--- src/rtl/manchester_spi_rx_pkg.sv ---
// Shared types and constants for the Manchester-coded SPI receiver.
package manchester_spi_rx_pkg;

    localparam int unsigned DEF_DATA_W = 8;
    localparam int unsigned ERR_CNT_W  = 8;
    localparam logic [ERR_CNT_W-1:0] ERR_CNT_MAX = '1;

    // Decoder states: first half expected (H1), second half expected (H2),
    // DRAIN swallows the rest of a frame after a line-code violation.
    typedef enum logic [1:0] {
        IDLE  = 2'd0,
        H1    = 2'd1,
        H2    = 2'd2,
        DRAIN = 2'd3
    } state_t;

endpackage

--- src/rtl/manchester_spi_rx_if.sv ---
// Valid/ready byte bus between the receiver and its consumer.
interface manchester_spi_rx_if
    import manchester_spi_rx_pkg::*;
#(
    parameter int unsigned DATA_W = DEF_DATA_W
) ();

    logic [DATA_W-1:0] data_out;
    logic              valid;
    logic              ready;

    modport master (output data_out, output valid, input ready);
    modport slave  (input data_out, input valid, output ready);

endinterface

--- src/rtl/manchester_spi_rx_holdreg.sv ---
// One-entry valid/ready holding register; flags bytes dropped while full.
module spi_rx_holdreg
    import manchester_spi_rx_pkg::*;
#(
    parameter int unsigned DATA_W = DEF_DATA_W
) (
    input  logic              clk,
    input  logic              rst,
    input  logic              load,
    input  logic [DATA_W-1:0] load_data,
    input  logic              ready,
    output logic [DATA_W-1:0] data_out,
    output logic              valid,
    output logic              overrun
);

    // Load when empty or being drained this edge; otherwise keep old byte and pulse overrun.
    always_ff @(posedge clk or posedge rst) begin
        if (rst) begin
            data_out <= '0;
            valid    <= 1'b0;
            overrun  <= 1'b0;
        end else begin
            overrun <= 1'b0;
            if (load) begin
                if (!valid || ready) begin
                    data_out <= load_data;
                    valid    <= 1'b1;
                end else begin
                    overrun <= 1'b1;
                end
            end else if (valid && ready) begin
                valid <= 1'b0;
            end
        end
    end

endmodule

--- src/rtl/manchester_spi_rx.sv ---
// Manchester-coded serial receiver: decodes 2-cycle symbols LSB first into bytes,
// detects line-code, framing and overrun errors and keeps a saturating error count.
module manchester_spi_rx
    import manchester_spi_rx_pkg::*;
#(
    parameter int unsigned DATA_W = DEF_DATA_W
) (
    input  logic                  clk,
    input  logic                  rst,
    input  logic                  sdi,
    input  logic                  en_in,
    manchester_spi_rx_if.master   bus,
    output logic                  sym_err,
    output logic                  frame_err,
    output logic                  overrun,
    output logic [ERR_CNT_W-1:0]  err_count
);

    localparam int unsigned CNT_W = (DATA_W > 1) ? $clog2(DATA_W) : 1;
    localparam logic [CNT_W-1:0] LAST_BIT = CNT_W'(DATA_W - 1);

    logic              r_sdi;
    logic              r_en;
    state_t            state;
    logic [CNT_W-1:0]  bit_cnt;
    logic              h1;
    logic [DATA_W-1:0] shreg;
    logic [DATA_W-1:0] byte_c;
    logic              done_c;
    logic [DATA_W-1:0] hr_data;
    logic              hr_valid;

    // Single input register stage; the decoder only looks at r_sdi/r_en.
    always_ff @(posedge clk or posedge rst) begin
        if (rst) begin
            r_sdi <= 1'b0;
            r_en  <= 1'b0;
        end else begin
            r_sdi <= sdi;
            r_en  <= en_in;
        end
    end

    // Byte as it would look with the current bit merged in, and its completion strobe.
    always_comb begin
        byte_c          = shreg;
        byte_c[bit_cnt] = h1;
        done_c          = (state == H2) && r_en && (r_sdi != h1) && (bit_cnt == LAST_BIT);
    end

    // Symbol decoder FSM with registered sym_err/frame_err pulses.
    always_ff @(posedge clk or posedge rst) begin
        if (rst) begin
            state     <= IDLE;
            bit_cnt   <= '0;
            h1        <= 1'b0;
            shreg     <= '0;
            sym_err   <= 1'b0;
            frame_err <= 1'b0;
        end else begin
            sym_err   <= 1'b0;
            frame_err <= 1'b0;
            case (state)
                IDLE: begin
                    if (r_en) begin
                        h1      <= r_sdi;
                        bit_cnt <= '0;
                        state   <= H2;
                    end
                end
                H1: begin
                    if (!r_en) begin
                        if (bit_cnt != '0) begin
                            frame_err <= 1'b1;
                        end
                        bit_cnt <= '0;
                        state   <= IDLE;
                    end else begin
                        h1    <= r_sdi;
                        state <= H2;
                    end
                end
                H2: begin
                    if (!r_en) begin
                        frame_err <= 1'b1;
                        bit_cnt   <= '0;
                        state     <= IDLE;
                    end else if (r_sdi == h1) begin
                        sym_err <= 1'b1;
                        bit_cnt <= '0;
                        state   <= DRAIN;
                    end else begin
                        shreg <= byte_c;
                        if (bit_cnt == LAST_BIT) begin
                            bit_cnt <= '0;
                        end else begin
                            bit_cnt <= bit_cnt + CNT_W'(1);
                        end
                        state <= H1;
                    end
                end
                DRAIN: begin
                    if (!r_en) begin
                        state <= IDLE;
                    end
                end
                default: begin
                    state <= IDLE;
                end
            endcase
        end
    end

    spi_rx_holdreg #(
        .DATA_W (DATA_W)
    ) u_holdreg (
        .clk       (clk),
        .rst       (rst),
        .load      (done_c),
        .load_data (byte_c),
        .ready     (bus.ready),
        .data_out  (hr_data),
        .valid     (hr_valid),
        .overrun   (overrun)
    );

    assign bus.data_out = hr_data;
    assign bus.valid    = hr_valid;

    // Saturating count of error pulses; the three pulses never coincide.
    always_ff @(posedge clk or posedge rst) begin
        if (rst) begin
            err_count <= '0;
        end else if ((sym_err || frame_err || overrun) && (err_count != ERR_CNT_MAX)) begin
            err_count <= err_count + ERR_CNT_W'(1);
        end
    end

endmodule

--- src/flat_wrapper.sv ---
// flat-port wrapper written by rule: the top's interface ports become plain ports
module manchester_spi_rx_flat import manchester_spi_rx_pkg::*;
#(
    parameter int unsigned DATA_W = DEF_DATA_W
)
  (clk, rst, sdi, en_in, sym_err, frame_err, overrun, err_count, bus_data_out, bus_valid, bus_ready);
  manchester_spi_rx_if #(.DATA_W(DATA_W)) bus_i ();
  input  logic clk;
  input  logic rst;
  input  logic sdi;
  input  logic en_in;
  output logic sym_err;
  output logic frame_err;
  output logic overrun;
  output logic [ERR_CNT_W-1:0] err_count;
  output wire logic [$bits(bus_i.data_out)-1:0] bus_data_out;
  output wire logic [$bits(bus_i.valid)-1:0] bus_valid;
  input wire logic [$bits(bus_i.ready)-1:0] bus_ready;
  assign bus_data_out = bus_i.data_out;
  assign bus_valid = bus_i.valid;
  assign bus_i.ready = bus_ready;
  manchester_spi_rx #(.DATA_W(DATA_W)) u_core (.clk(clk), .rst(rst), .sdi(sdi), .en_in(en_in), .bus(bus_i), .sym_err(sym_err), .frame_err(frame_err), .overrun(overrun), .err_count(err_count));
endmodule
--- config.mk ---
export PLATFORM = sky130hd
export DESIGN_NAME = manchester_spi_rx_flat
export DESIGN_NICKNAME = d
export VERILOG_FILES = /design/src/rtl/manchester_spi_rx_pkg.sv /design/src/rtl/manchester_spi_rx_if.sv /design/src/rtl/manchester_spi_rx_holdreg.sv /design/src/rtl/manchester_spi_rx.sv /design/src/flat_wrapper.sv
export SDC_FILE = /design/constraint.sdc
export NUM_CORES = 1
export LEC_CHECK = 0
export BUFFER_PORTS_ARGS = -buffer_cell sky130_fd_sc_hd__buf_4
export CORE_ASPECT_RATIO = 0.9
export CORE_MARGIN = 2
export CORE_UTILIZATION = 60
export CTS_BUF_LIST = sky130_fd_sc_hd__clkbuf_8 sky130_fd_sc_hd__clkbuf_16
export DETAILED_ROUTE_END_ITERATION = 8
export PLACE_DENSITY_LB_ADDON = 0.15
export SETUP_SLACK_MARGIN = 0.3
export SLEW_MARGIN = 20
export SYNTH_ARGS = -nofsm -noshare
export SYNTH_HDL_FRONTEND = slang
export SYNTH_SLANG_ARGS = --single-unit
--- constraint.sdc ---
create_clock -name clk -period 6.1 [get_ports clk]
set_input_delay 1.22 -clock clk [delete_from_list [all_inputs] [get_ports clk]]
set_output_delay 1.22 -clock clk [all_outputs]
set_load 0.005 [all_outputs]
==> metrics, run 1 <==
status=finished, final reports clean; Mapped Area=1830 µm²; # rows=19; IO Port Bufs=24; grt ovf=0; WP buf/inv=1; n_diodes=0; Leakage=about 1.0 nW; RR Startpoint=u_core.state[0]; layout cells sized above 1=0.362; final net count=191; pre-CTS setup slack=3.63 ns; chip height=~56 µm; crit path max fanout=10; sequential fraction of the synthesis area=0.492; Hold WS=~0.5 ns; Clock transition at path regs=~0.070 ns; leading area contributor after synthesis=dfrtp_1; startpoint types=flop; post-CTS setup buffer count=0; clock buffer depth=2; CP endpoint kind=flop; Max Slew Vio Count=0; detailed placement HPWL=2.27 mm; required time worst endpoint=6.27 ns; Post-synth EDFFs=0; Final Hold Violating Endpoints=0; arrival time of the worst setup path=between 2 and 2.5 ns; Cell Pwr Density=between 300 and 400 nW/µm²; Initial DRT Pass Iterations=4; GP Congestion=between 0.7 and 0.8; hold endpoint=u_core.shreg[2]; Critical-path top delay cell=nor4b_4; Initial Util=0.616; Die ar.=3510 µm²; FF-to-FF path depth=5; HP Class=flop to flop; Final Cycle Share=0.368; leading post-synthesis cells by cell area=dfrtp_1 (49%), mux2_2 (18%), ha_1 (6.8%); final instance area=between 2000 and 2500 µm²; Synth cell types=36; crit-path cells=inv_1 -> ha_1 -> nand2_1 -> nor4b_4 -> mux2_2; Core ar.=approximately 3000 µm²; Gate Count Post-Synth=149; kind of cell adding the most delay to the critical path=simple AND/OR/NAND/NOR gates; asr flop ratio synth=1.00; Root Buffer=clkbuf_8; post-CTS sizing=0; R2R Setup Slk=3.85 ns; First DRT Iteration DRCs=96; main flop type after synthesis=dfrtp_1; Clock Latency Late Sink=between 0.2 and 0.3 ns; Area Overhead vs Synth=16.8%; vias per inst=between 5 and 6; Max VDD drop=between 0.0002 and 0.00025 V; Post-Syn Area per Cell=~12 µm²; cts hold-fix bufs=0; flops & latches, synth=36; TritonCTS Buffers=5; Synthesis Warnings=0; die span in x=slightly above 60 µm; hold_sp=u_core.shreg[2]; TritonCTS sink count=36; Worst Path Class, Setup=flop to flop; filler cell count=224; endpoints failing setup=0; CP peak stage delay=about 0.65 ns; most common cell in the synthesized netlist=dfrtp_1; largest net degree at the start of global routing=37; Min-Delay Path Depth=1; total power=a little under 0.8 mW; Max-slew headroom=0.592; Reg-to-Reg End=u_core.u_holdreg.data_out[4]; top cell type's share of synthesized area=0.492; I/O pin count=25; CTS tree=done; Post-synth top cells=dfrtp_1 (36), mux2_2 (29), ha_1 (10), inv_1 (7); vias in the first global route=between 1,000 and 1,500; dpl cell area=approximately 2100 µm²; Setup Skew=0.00450 ns; Max Clk Rate=around 0.45 GHz; initial antenna violation count=0; Worst Max-Slew Pin Slew=about 0.6 ns; Tot GR Track Use=0.208; Synthesized Nets=around 160; Vias=around 1,200; ANT nets after route=0; setup tns final=0 ns; htree depth=2; final WL=3.13 mm; Routed WL per cell=around 14 µm; first-pass GRT wire length=approximately 5.6 mm; min cycle time layout=2.25 ns; RSZ-0062 raised after global routing=no; DRC violations left=0; max_cap viols=0; final setup margin=just under 4 ns
## sequential cells by signal, indices dropped and copies added (netlist names)
register                   flops
u_core.u_holdreg.valid         1
u_core.sym_err                 1
u_core.bit_cnt                 3
u_core.u_holdreg.overrun       1
u_core.shreg                   8
u_core.r_en                    1
u_core.u_holdreg.data_out      8
u_core.err_count               8
u_core.state                   2
u_core.frame_err               1
u_core.h1                      1
u_core.r_sdi                   1
## final cells by class
| cell class | count | area (µm²) | share of cell area |
|---|---|---|---|
| Timing Repair Buffer | 25 | 188 | 0.0878 |
| Sequential cell | 36 | 901 | 0.421 |
| Tap cell | 42 | 52.6 | 0.0246 |
| Clock buffer | 5 | 68.8 | 0.0322 |
| Clock inverter | 3 | 18.8 | 0.00878 |
| Multi-Input combinational cell | 101 | 883 | 0.413 |
| Inverter | 7 | 26.3 | 0.0123 |
## worst max-delay path by stage
stage | start | cells after the start | end
global route | u_core.state[0] | 5 | u_core.u_holdreg.data_out[7]
CTS | u_core.state[0] | 5 | u_core.u_holdreg.data_out[2]
floorplan | bus_ready | 3 | u_core.u_holdreg.data_out[0]
finish | u_core.state[0] | 5 | u_core.u_holdreg.data_out[4]
detailed placement | bus_ready | 4 | u_core.u_holdreg.data_out[2]
global placement | bus_ready | 4 | u_core.u_holdreg.data_out[0]
## report_power, final
part	switching, mW	internal [mW]	total, mW
Clock	0.0843	0.0794	0.164
Sequential	0.0677	0.283	0.350
Combinational	0.119	0.139	0.258
## layout by cell type, fill, tap and decap left out, drive strengths merged
cell type	instances
or3	1
nand2	3
nand3	4
o31a	1
a41oi	1
xnor2	3
nor2b	3
nor3	2
o21ai	5
a21o	1
and3	2
o32ai	1
clkbuf	5
o21a	2
o311a	1
o31ai	1
mux2i	2
nor2	3
xor2	1
a21oi	4
mux2	29
dfrtp	36
a22o	1
nand2b	3
a31oi	2
o41ai	1
nor4b	2
ha	10
clkinv	3
o211ai	1
nand4	3
buf	25
inv	7
nand3b	3
nor3b	5
## cells by family (layout without fill, tap and decap cells)
kind of cell             Yosys count  count (layout)  synth area share
AO/OA/AOI/OAI                     22              22            0.0813
XOR/XNOR                           4               4            0.0232
adder cells (fa/ha/maj)           10              10            0.0684
buffers and inverters             12              40            0.0253
flip-flops                        36              36             0.492
multiplexers                      31              31             0.189
AND/OR/NAND/NOR                   34              34             0.120
## metrics by stage
step	utilization	std cells
detailed placement	0.690	211
global route	0.720	219
global placement	0.690	211
finish	0.720	219
floorplan	-	149
CTS	0.720	219
## metal layers
layer / up-vias / track usage / wire length [µm]
met1: 599 / 0.265 / 1400
met4: 0 / 0.0667 / 22
met3: 2 / 0.0782 / 144
li1: 595 / - / -
met2: 22 / 0.334 / 1570
met5: - / 0 / 0
No activity file was read; power rests on OpenSTA's default activity.
==> run 2, diff against run 1 <==
- CORE_UTILIZATION: 60 -> 51
- clock period: 6.1 -> 1.9 ns (I/O delays scaled with it)
==> run 2 against run 1 <==
Compared with the run above:
- register-to-register slack got worse by 3.6 ns
- highest routed layer unchanged
- cell count is 9.1% higher
- global-route usage about the same
- power rose to 3.7 times the previous value
- maximum frequency up 35%
==> metrics, run 2 (synthesis gave the netlist of run 1 again) <==
detailed placement HPWL=2.45 mm (was 2.27 mm); final WL=3.88 mm (was 3.13 mm); Vias=1,359 (was 1,218); n_diodes=0 (unchanged); filler cell count=248 (was 224); chip height=60.8 µm (was 56.4 µm); hold endpoint=u_core.r_en (was u_core.shreg[2]); CTS tree=done (unchanged); Root Buffer=clkbuf_8 (unchanged); crit-path cells=buf_4 -> buf_4 -> ha_1 -> a21oi_1 -> mux2_2 (was inv_1 -> ha_1 -> nand2_1 -> nor4b_4 -> mux2_2); final setup margin=0.235 ns (was 3.85 ns); Min-Delay Path Depth=1 (unchanged); largest registers=u_core.err_count (8), u_core.shreg (8), u_core.u_holdreg.data_out (8) (unchanged); htree depth=2 (unchanged); Initial Util=0.538 (was 0.616); CP peak stage delay=0.45 ns (was 0.65 ns); max_cap viols=0 (unchanged); HP Class=input pin to flop (was flop to flop); Hold WS=0.204 ns (was 0.505 ns); TritonCTS Buffers=5 (unchanged); # rows=20 (was 19); arrival time of the worst setup path=1.83 ns (was 2.42 ns); Clock Latency Late Sink=0.28 ns (was 0.29 ns); Worst Max-Slew Pin Slew=0.454 ns (was 0.610 ns); IO Port Bufs=24 (unchanged); Max VDD drop=0.000801 V (was 0.000239 V); Clock transition at path regs=0.07 ns (about the same); Area Overhead vs Synth=32.8% (was 16.8%); Final Hold Violating Endpoints=0 (unchanged); Max Clk Rate=0.601 GHz (was 0.445 GHz); vias in the first global route=1,366 (was 1,208); startpoint types=flop (unchanged); Tot GR Track Use=0.208 (about the same); TritonCTS sink count=36 (unchanged); crit path max fanout=3 (was 10); CP endpoint kind=flop (unchanged); Final Cycle Share=0.876 (was 0.368); Leakage=1.16 nW (was 1.05 nW); WP buf/inv=2 (was 1); Max-slew headroom=0.697 (was 0.592); commonest cells after routing, fill and taps aside=buf_4 (41), dfrtp_1 (32), mux2_2 (19) (was dfrtp_1 (36), mux2_2 (29), buf_4 (25)); die span in x=67.2 µm (was 62.2 µm); Cell Pwr Density=1190 nW/µm² (was 361 nW/µm²); Critical-path top delay cell=dfrtp_2 (was nor4b_4); Core ar.=3400 µm² (was 2970 µm²); final net count=209 (was 191); RSZ-0062 raised after global routing=yes (was no); Reg-to-Reg End=u_core.state[1] (was u_core.u_holdreg.data_out[4]); first-pass GRT wire length=6.20 mm (was 5.64 mm); status=finished, final reports clean (unchanged); pre-CTS setup slack=0.137 ns (was 3.63 ns); most frequent standard cell in the layout excluding fill and tap cells=buf_4 (was dfrtp_1); grt ovf=0 (unchanged); register area=906 µm² (was 901 µm²); kind of cell adding the most delay to the critical path=flip-flops (was simple AND/OR/NAND/NOR gates); min cycle time layout=1.66 ns (was 2.25 ns); initial antenna violation count=0 (unchanged); Setup Skew=0.00675 ns (was 0.00450 ns); clock buffer depth=2 (unchanged); cts hold-fix bufs=0 (unchanged); endpoints failing setup=0 (unchanged); FF-to-FF path depth=5 (unchanged); RR Startpoint=u_core.state[0] (unchanged); GP Congestion=0.826 (was 0.780); CP most frequent cell=buf_4; vias per inst=5.69 (was 5.56); First DRT Iteration DRCs=64 (was 96); area of the multi-input gates=1020 µm² (was 883 µm²); ANT nets after route=0 (unchanged); hold_sp=en_in (was u_core.shreg[2]); DRC violations left=0 (unchanged); Max Slew Vio Count=0 (unchanged); layout cells sized above 1=0.503 (was 0.362); setup tns final=0 ns (unchanged); Routed WL per cell=16.2 µm (was 14.3 µm); Initial DRT Pass Iterations=4 (unchanged); I/O pin count=25 (unchanged); Worst Path Class, Setup=flop to flop (unchanged); R2R Setup Slk=0.24 ns (was 3.85 ns); required time worst endpoint=2.07 ns (was 6.27 ns); largest net degree at the start of global routing=37 (unchanged); Die ar.=4090 µm² (was 3510 µm²)
run 2: cell count changes in the layout (fill, tap and decap cells not counted), moves of 2 or more:
cell      delta
buf_4       +16
buf_6        +2
nor2_4       +2
mux2_4      +10
ha_1         -5
dfrtp_1      -4
nor2_1       -2
clkinv_2     -2
dfrtp_2      +4
ha_2         +3
mux2_2      -10
ha_4         +2
run 2: worst register-to-register path: stages, from the launching register on:
cell and delay, ns:
dfrtp_2 0.45, buf_4 0.15, buf_4 0.13, ha_1 0.22, a21oi_1 0.24, mux2_2 0.36
run 2: metrics by stage:
stage	cells	util	area [µm²]	total power [mW]
2_1_floorplan	149	-	1850	1.73
4_1_cts	237	0.692	2360	2.78
6_report	239	0.714	2430	2.89
3_3_place_gp	220	0.625	2130	2.01
5_1_grt	239	0.714	2430	3.08
3_5_place_dp	220	0.625	2130	2.08
run 2: worst max-delay path by stage:
stage,start,endpoint,depth (start not counted)
after detailed placement,u_core.state[0],u_core.u_holdreg.data_out[1],6
after floorplan,u_core.state[0],u_core.u_holdreg.data_out[0],5
after global routing,u_core.bit_cnt[2],u_core.shreg[1],4
after CTS,u_core.state[0],u_core.u_holdreg.data_out[2],6
final,u_core.state[0],u_core.state[1],5
after global placement,u_core.state[0],u_core.u_holdreg.data_out[0],6
run 2: power breakdown:
group          switching (mW)  leakage, nW  internal [mW]
combinational           0.594        0.639          0.676
clock                   0.250       0.0538          0.285
sequential              0.176        0.469          0.913
total                    1.02         1.16           1.87
run 2: cell type report:
cell class,count,share of cell area
Inverter,7,0.0118
Sequential cell,36,0.373
Clock inverter,2,0.00309
Tap cell,44,0.0226
Timing Repair Buffer,43,0.136
Clock buffer,6,0.0340
Multi-Input combinational cell,101,0.420
run 2: layer usage:
| layer | track usage | wire length (µm) |
|---|---|---|
| met1 | 0.242 | 1670 |
| met2 | 0.365 | 1970 |
| met3 | 0.0557 | 164 |
| met4 | 0.0904 | 84 |
| met5 | 0 | 0 |
run 2: what timing repair did:
| action | in CTS | in global routing |
|---|---|---|
| gates resized for setup | 21 | 12 |
| hold endpoints to repair | 0 | 0 |
| pin swaps | 1 | 1 |
| setup buffers | 9 | 2 |
| setup endpoints to repair | 15 | 18 |
